==> config.mk <==
export PLATFORM = sky130hd
export DESIGN_NAME = down_counter
export DESIGN_NICKNAME = d
export VERILOG_FILES = /design/src/rtl/down_counter.sv
export SDC_FILE = /design/constraint.sdc
export NUM_CORES = 1
export LEC_CHECK = 0
export ABC_AREA = 1
export CAP_MARGIN = 20
export CELL_PAD_IN_SITES_DETAIL_PLACEMENT = 1
export CELL_PAD_IN_SITES_GLOBAL_PLACEMENT = 2
export CORE_UTILIZATION = 26
export DETAILED_ROUTE_END_ITERATION = 8
export PLACE_DENSITY_LB_ADDON = 0.1
export SETUP_SLACK_MARGIN = 0.5
export SYNTH_ARGS = -nofsm -noshare
export SYNTH_HDL_FRONTEND = slang
export SYNTH_SLANG_ARGS = --single-unit
==> constraint.sdc <==
create_clock -name clk -period 1.4 [get_ports clk]
set_input_delay 0.28 -clock clk [delete_from_list [all_inputs] [get_ports clk]]
set_output_delay 0.28 -clock clk [all_outputs]
set_load 0.03 [all_outputs]
==> src/rtl/down_counter.sv <==
// Loadable down counter with one-shot/periodic modes, pause/resume and a
// registered terminal-count pulse. All state clears asynchronously on reset.
module down_counter #(
  parameter int WIDTH = 4
) (
  input  logic             clk,
  input  logic             reset,
  input  logic             load,
  input  logic [WIDTH-1:0] load_val,
  input  logic             start,
  input  logic             stop,
  input  logic             mode,
  output logic [WIDTH-1:0] q,
  output logic             busy,
  output logic             done,
  output logic             tc
);

  // Encoding chosen so busy and done are each a single flop bit.
  typedef enum logic [1:0] {
    IDLE = 2'b00,
    RUN  = 2'b01,
    DONE = 2'b10
  } state_t;

  localparam logic [WIDTH-1:0] ZERO = '0;
  localparam logic [WIDTH-1:0] ONE  = WIDTH'(1);

  state_t           state, state_nx;
  logic [WIDTH-1:0] q_nx;
  logic [WIDTH-1:0] rld, rld_nx;
  logic             tc_nx;

  always_ff @(posedge clk or posedge reset) begin
    if (reset) begin
      state <= IDLE;
      q     <= ZERO;
      rld   <= ZERO;
      tc    <= 1'b0;
    end else begin
      state <= state_nx;
      q     <= q_nx;
      rld   <= rld_nx;
      tc    <= tc_nx;
    end
  end

  always_comb begin
    state_nx = state;
    q_nx     = q;
    rld_nx   = rld;
    tc_nx    = 1'b0;
    if (load) begin
      rld_nx   = load_val;
      q_nx     = load_val;
      state_nx = IDLE;
    end else if (stop) begin
      state_nx = IDLE;
    end else begin
      unique case (state)
        IDLE: begin
          if (start) begin
            if (q != ZERO) begin
              state_nx = RUN;
            end else begin
              state_nx = DONE;
              tc_nx    = 1'b1;
            end
          end
        end
        RUN: begin
          // q == 0 is the one-shot / periodic decision point; count never wraps.
          if (q == ONE) begin
            q_nx  = ZERO;
            tc_nx = 1'b1;
          end else if (q != ZERO) begin
            q_nx = q - ONE;
          end else if (mode && (rld != ZERO)) begin
            q_nx = rld;
          end else begin
            state_nx = DONE;
          end
        end
        DONE: begin
          if (start) begin
            if (rld != ZERO) begin
              q_nx     = rld;
              state_nx = RUN;
            end else begin
              tc_nx = 1'b1;
            end
          end
        end
        default: state_nx = IDLE;
      endcase
    end
  end

  assign busy = state[0];
  assign done = state[1];

endmodule

==> flow_metrics.env, run 1 <==
export IMPL_path_class="reg -> reg"
export IMPL_synthCells=122
export IMPL_synth_commonest_cells="nand2_1, nand3_1, nor2_1, dfrtp_1, inv_1"
export IMPL_cts_buffer_depth=2
export IMPL_wl_mm=3.07
export IMPL_hold_buffers=0
export IMPL_drive_gt1_frac=0.491
export IMPL_arrival_ns=1.53
export IMPL_cp_num_buf_inv=0
export IMPL_coreArea_mm2=0.00283
export IMPL_vias=1046
export IMPL_tightestPinTransition_ns=0.458
export IMPL_synth_enable_flop_cells=0
export IMPL_ys_seq_elements=11
export IMPL_dp_hpwl_mm=2.03
export IMPL_ys_flop_type="dfrtp_1"
export IMPL_violations="DRC"
export IMPL_ioPinCount=17
export IMPL_rr_worst_depth=8
export IMPL_start_kind="register"
export IMPL_fillers=378
export IMPL_row_count=19
export IMPL_yosysMostFrequentCell="nand2_1"
export IMPL_synth_area_um2=791
export IMPL_drt_pass1_iterations=6
export IMPL_multi_input_area_um2=589
export IMPL_clock_root_buffer="clkbuf_4"
export IMPL_design_area_mm2=0.00144
export IMPL_peakVddDrop_v=0.00112
export IMPL_worstPathCellList="nor2_1 > nand2_1 > nand2_2 > nand4_1 > nand2_2 > nand2_4 > nand3_2 > nand2_1"
export IMPL_io_buffers=16
export IMPL_grt_pass1_vias=1055
export IMPL_cp_top_family="simple AND/OR/NAND/NOR gates"
export IMPL_placed_cells=185
export IMPL_avgRoutedWirePerCell_um=14.9
export IMPL_ys_types=20
export IMPL_cts_sinks=11
export IMPL_rsz0062_at_grt="true"
export IMPL_vias_per_cell=5.08
export IMPL_die_area_mm2=0.00327
export IMPL_fin_crit_ns=1.37
export IMPL_power_density_mw_per_mm2=1800
export IMPL_slew_violations=0
export IMPL_p_leak_nw=0.694
export IMPL_synth_top_area_share=0.348
export IMPL_tns_ns=0
export IMPL_clk_pin_slew_worst_paths_ns=0.07
export IMPL_nNetsFinal=188
export IMPL_required_ns=1.56
export IMPL_htreeDepth=1
export IMPL_hold_path_class="in -> async"
export IMPL_die_h_um=57.2
export IMPL_grt_max_degree=12
export IMPL_cts_buffers=3
export IMPL_yosys_warnings=0
export IMPL_drc=2
export IMPL_yosysSeqAreaShare=0.348
export IMPL_clock_fmax_mhz=732
export IMPL_grt_pass1_wl_mm=4.80
export IMPL_setup_viol=0
export IMPL_fin_crit_sh=0.975
export IMPL_seq_area_um2=283
export IMPL_grt_antenna_before_repair=0
export IMPL_max_stage_delay_ns=0.40
export IMPL_finalPower_mw=2.59
export IMPL_die_x_um=57.2
export IMPL_slew_headroom=0.694
export IMPL_r2r_start="rld[3]"
export IMPL_worst_path_max_fanout=4
export IMPL_crit_slowest_cell="dfrtp_1"
export IMPL_ant_nets=0
export IMPL_rrSetupSlack_ns=0.03
export IMPL_diodes=0
export IMPL_instances_no_fill=206
export IMPL_cts_tree="done"
export IMPL_postSynthAreaPerCell_um2=6.48
export IMPL_r2r_end="q[3]"
export IMPL_initial_core_util=0.280
export IMPL_synthTopCellsByArea="dfrtp_1, nand2_1, nand3_1"
export IMPL_skew_ns=0.00117
export IMPL_hold_viol=0
export IMPL_cap_violations=0
export IMPL_drt_initial_drc_count=19
export IMPL_grt_ovfl_total=0
export IMPL_outcome="finished with violations"
export IMPL_clk_insertion_delay_late_ns=0.26
export IMPL_place_area_mm2=0.00115
export IMPL_yosysTopAreaCell="dfrtp_1"
export IMPL_synth_fp_nets=134
export IMPL_gp_routability_congestion=0.800
export IMPL_async_flop_share=1.00
export IMPL_syn_to_final_growth_pct=81.8
export IMPL_cp_end_kind="register"
export IMPL_track_usage=0.190
[final cells by class]
cell class	instances	area share
multi-input combinational	95	0.410
timing repair buffer	50	0.302
sequential	11	0.197
inverter	15	0.0461
tap	31	0.0270
clock buffer	4	0.0183
[repair_timing]
action                     4_1_cts  5_1_grt
setup buffers                   13        4
gates cloned                     0        0
pin swaps                        9       21
setup endpoints to repair       18       14
gates resized for setup         34       24
[worst register-to-register path: stages, from the launching register on]
cell and delay, ns:
dfrtp_1 0.40, nor2_1 0.16, nand2_1 0.16, nand2_2 0.12, nand4_1 0.11, nand2_2 0.12, nand2_4 0.09, nand3_2 0.08
nand2_1 0.04
[registers in the layout, summed over array words and instances, names as in the netlist]
register and flops:
rld 4, state 2, q 4, tc 1
[where the power goes]
| group | switching, mW | internal [mW] | total, mW | leakage, nW |
|---|---|---|---|---|
| logic | 0.955 | 0.898 | 1.85 | 0.548 |
| clock network | 0.111 | 0.110 | 0.221 | 0.0150 |
| registers | 0.109 | 0.411 | 0.520 | 0.131 |
[layout by cell type, fill, tap and decap left out, types with 3 or more instances in the layout]
cell             synthesis  layout
a21oi_1                  4       3
buf_4                    0      31
buf_6                    0      10
clkbuf_4                 0       3
clkdlybuf4s50_1          0       8
dfrtp_1                 11       5
dfrtp_2                  0       6
inv_1                   11       8
inv_2                    4       4
nand2_1                 38      30
nand2_2                  4       8
nand2_4                  0       3
nand3_1                 15      10
nand3_2                  0       5
nand4_1                  4       4
nor2_1                  14       9
nor2_2                   3       4
nor2_4                   0       4
[through the flow]
stage / utilization / setup WS (ns) / hold WS, ns
global placement: 0.407 / -0.231 / 0.514
global route: 0.508 / -0.0548 / 0.345
finish: 0.508 / 0.0347 / 0.316
CTS: 0.472 / 0.0239 / 0.329
floorplan: - / 0.0720 / 0.132
detailed placement: 0.407 / -0.281 / 0.519
[kinds of logic (layout without fill, tap and decap cells)]
| family | after synthesis | count (layout) | synth area share |
|---|---|---|---|
| simple gates | 80 | 80 | 0.441 |
| buf+inv | 16 | 69 | 0.0775 |
| compound gates | 13 | 13 | 0.101 |
| flops | 11 | 11 | 0.348 |
| fa+ha+maj | 2 | 2 | 0.0316 |
[how the worst max path moves through the flow]
| stage | from | to | slack [ns] | cells after the start |
|---|---|---|---|---|
| 6_report | rld[3] | q[3] | 0.03 | 8 |
| 5_1_grt | q[1] | q[1] | -0.05 | 9 |
| 4_1_cts | state[0] | busy | 0.02 | 1 |
| 3_5_place_dp | load | q[2] | -0.28 | 8 |
| 3_3_place_gp | load | q[3] | -0.23 | 8 |
| 2_1_floorplan | q[0] | q[2] | 0.07 | 9 |
[routing by layer]
| metal | share of wire | track usage | wire length, um | up-vias |
|---|---|---|---|---|
| met5 | 0 | 0 | 0 | - |
| met4 | 0.013 | 0.0523 | 41 | 0 |
| met3 | 0.030 | 0.0159 | 91 | 4 |
| met2 | 0.51 | 0.328 | 1580 | 20 |
| met1 | 0.44 | 0.256 | 1360 | 515 |
| li1 | - | - | - | 507 |
Power figures use the tool's default switching activity.
==> run 2: changes to the inputs <==
--- a/config.mk
+++ b/config.mk
@@ -9,6 +9,7 @@
 export CAP_MARGIN = 20
 export CELL_PAD_IN_SITES_DETAIL_PLACEMENT = 1
 export CELL_PAD_IN_SITES_GLOBAL_PLACEMENT = 2
+export CORE_MARGIN = 8
 export CORE_UTILIZATION = 26
 export DETAILED_ROUTE_END_ITERATION = 8
 export PLACE_DENSITY_LB_ADDON = 0.1
==> run 2 against run 1 <==
  * The flow finishes with violations (setup timing)
  * Sequential power is 2% lower
  * Non-clock buffer count unchanged
  * Critical path depth is 1 higher
  * Die area up 55%
  * Power down 2.1%
  * Clock skew up 0.0075 ns
  * Sequential cell count is the same
  * Global-route usage decreased by 6.2 points
  * Sequential share of layout area down 0.070 points
  * Count of clock-buffer cells in the layout did not move
  * Setup slack got worse by 0.048 ns
  * Largest cell class unchanged
  * Largest power group unchanged
  * Highest routed layer unchanged
==> flow_metrics.env, run 2 (same netlist as run 1, synthesis figures left out) <==
export IMPL_outcome="finished with violations"
export IMPL_violations="setup timing"
export IMPL_die_h_um=71.2
export IMPL_largestRegisters="q: 4 flops, rld: 4 flops, state: 2 flops"
export IMPL_io_buffers=16
export IMPL_arrival_ns=1.58
export IMPL_max_stage_delay_ns=0.43
export IMPL_clock_fmax_mhz=708
export IMPL_finalPower_mw=2.54
export IMPL_drt_pass1_iterations=4
export IMPL_nNetsFinal=188
export IMPL_setup_viol=4
export IMPL_syn_to_final_growth_pct=81.6
export IMPL_row_count=20
export IMPL_gp_routability_congestion=0.789
export IMPL_layout_cells_most_common="nand2_1"
export IMPL_ioPinCount=17
export IMPL_avgRoutedWirePerCell_um=15.3
export IMPL_path_class="reg -> reg"
export IMPL_wl_mm=3.18
export IMPL_required_ns=1.57
export IMPL_place_area_mm2=0.00121
export IMPL_clk_insertion_delay_late_ns=0.27
export IMPL_diodes=0
export IMPL_worst_path_max_fanout=4
export IMPL_grt_max_degree=12
export IMPL_worstPathCellList="inv_4 > ha_4 > nand2_4 > nor2_4 > nand4_1 > nand2_2 > nand2_4 > nand3_2 > nand2_1"
export IMPL_skew_ns=0.00871
export IMPL_clk_pin_slew_worst_paths_ns=0.08
export IMPL_clock_root_buffer="clkbuf_4"
export IMPL_crit_slowest_cell="dfrtp_2"
export IMPL_whs_ns=0.293
export IMPL_cap_violations=0
export IMPL_cts_sinks=11
export IMPL_tns_ns=-0.0265
export IMPL_dp_hpwl_mm=2.40
export IMPL_ant_nets=0
export IMPL_peakVddDrop_v=0.000756
export IMPL_design_area_mm2=0.00144
export IMPL_cp_end_kind="register"
export IMPL_vias=1008
export IMPL_grt_pass1_wl_mm=5.17
export IMPL_htreeDepth=1
export IMPL_cts_tree="done"
export IMPL_drc=0
export IMPL_grt_ovfl_total=0
export IMPL_initial_core_util=0.266
export IMPL_fin_crit_ns=1.41
export IMPL_die_area_mm2=0.00506
export IMPL_rsz0062_at_grt="true"
export IMPL_vias_per_cell=4.85
export IMPL_final_cell_mix="nand2_1, buf_4, buf_6"
export IMPL_grt_antenna_before_repair=0
export IMPL_fin_crit_sh=1.01
export IMPL_slew_headroom=0.845
export IMPL_cts_buffers=3
export IMPL_tightestPinTransition_ns=0.231
export IMPL_track_usage=0.129
export IMPL_seq_area_um2=282
export IMPL_coreArea_mm2=0.00298
export IMPL_hold_buffers=0
export IMPL_start_kind="register"
export IMPL_fillers=384
export IMPL_hold_viol=0
export IMPL_slew_violations=0
export IMPL_grt_pass1_vias=1129
export IMPL_cp_top_family="simple AND/OR/NAND/NOR gates"
export IMPL_cts_buffer_depth=2
export IMPL_crit_top_cell="nand2_4"
export IMPL_place_ws_ns=-0.208
export IMPL_drive_gt1_frac=0.491
export IMPL_cp_num_buf_inv=1
export IMPL_multi_input_area_um2=577
export IMPL_power_density_mw_per_mm2=1770
export IMPL_drt_initial_drc_count=24
export IMPL_setup_ws_ns=-0.0130
export IMPL_p_leak_nw=0.699
export IMPL_die_x_um=71.2
export IMPL_hold_path_class="in -> async"
-- run 2: through the flow --
stage,cells,util
floorplan,122,-
global placement,195,0.407
detailed placement,195,0.407
CTS,204,0.449
global route,208,0.482
finish,208,0.482
-- run 2: what timing repair did --
| action | in CTS | in global routing |
|---|---|---|
| pin swaps | 9 | 13 |
| endpoints found under the setup margin | 18 | 15 |
| gates resized for setup | 27 | 23 |
| buffers inserted | 5 | 4 |
-- run 2: worst paths after layout --
path                             start  endpoint  slack, ns  cells after the start
worst max-delay path              q[1]      q[0]      -0.01                      9
worst min-delay path             reset      q[1]       0.29                      3
worst max register to register    q[1]      q[0]      -0.01                      9
worst min register to register  rld[0]    rld[0]       0.57                      2
max in group asynchronous        reset  state[0]       0.92                      3
min in group clk                rld[0]    rld[0]       0.57                      2
-- run 2: area by class of cell --
class                           count  area share
Multi-Input combinational cell     95       0.402
Timing Repair Buffer               50       0.313
Sequential cell                    11       0.196
Inverter                           15      0.0427
Tap cell                           33      0.0287
Clock buffer                        4      0.0183
-- run 2: per-layer routing --
layer | up-vias | wire [um] | GRT usage
li1 | 504 | - | -
met1 | 479 | 1400 | 0.146
met2 | 17 | 1570 | 0.218
met3 | 8 | 153 | 0.0395
met4 | 0 | 53 | 0.0508
met5 | - | 0 | 0
-- run 2: tightest hold or removal path, stage by stage --
cell	delay (ns)
clkdlybuf4s50_1	0.39
inv_1	0.05
buf_4	0.20
-- run 2: where the power goes --
group          internal, mW  total (mW)  switching (mW)
logic                 0.873        1.80           0.926
registers             0.408       0.511           0.103
clock network         0.110       0.228           0.118
total                  1.39        2.54            1.15
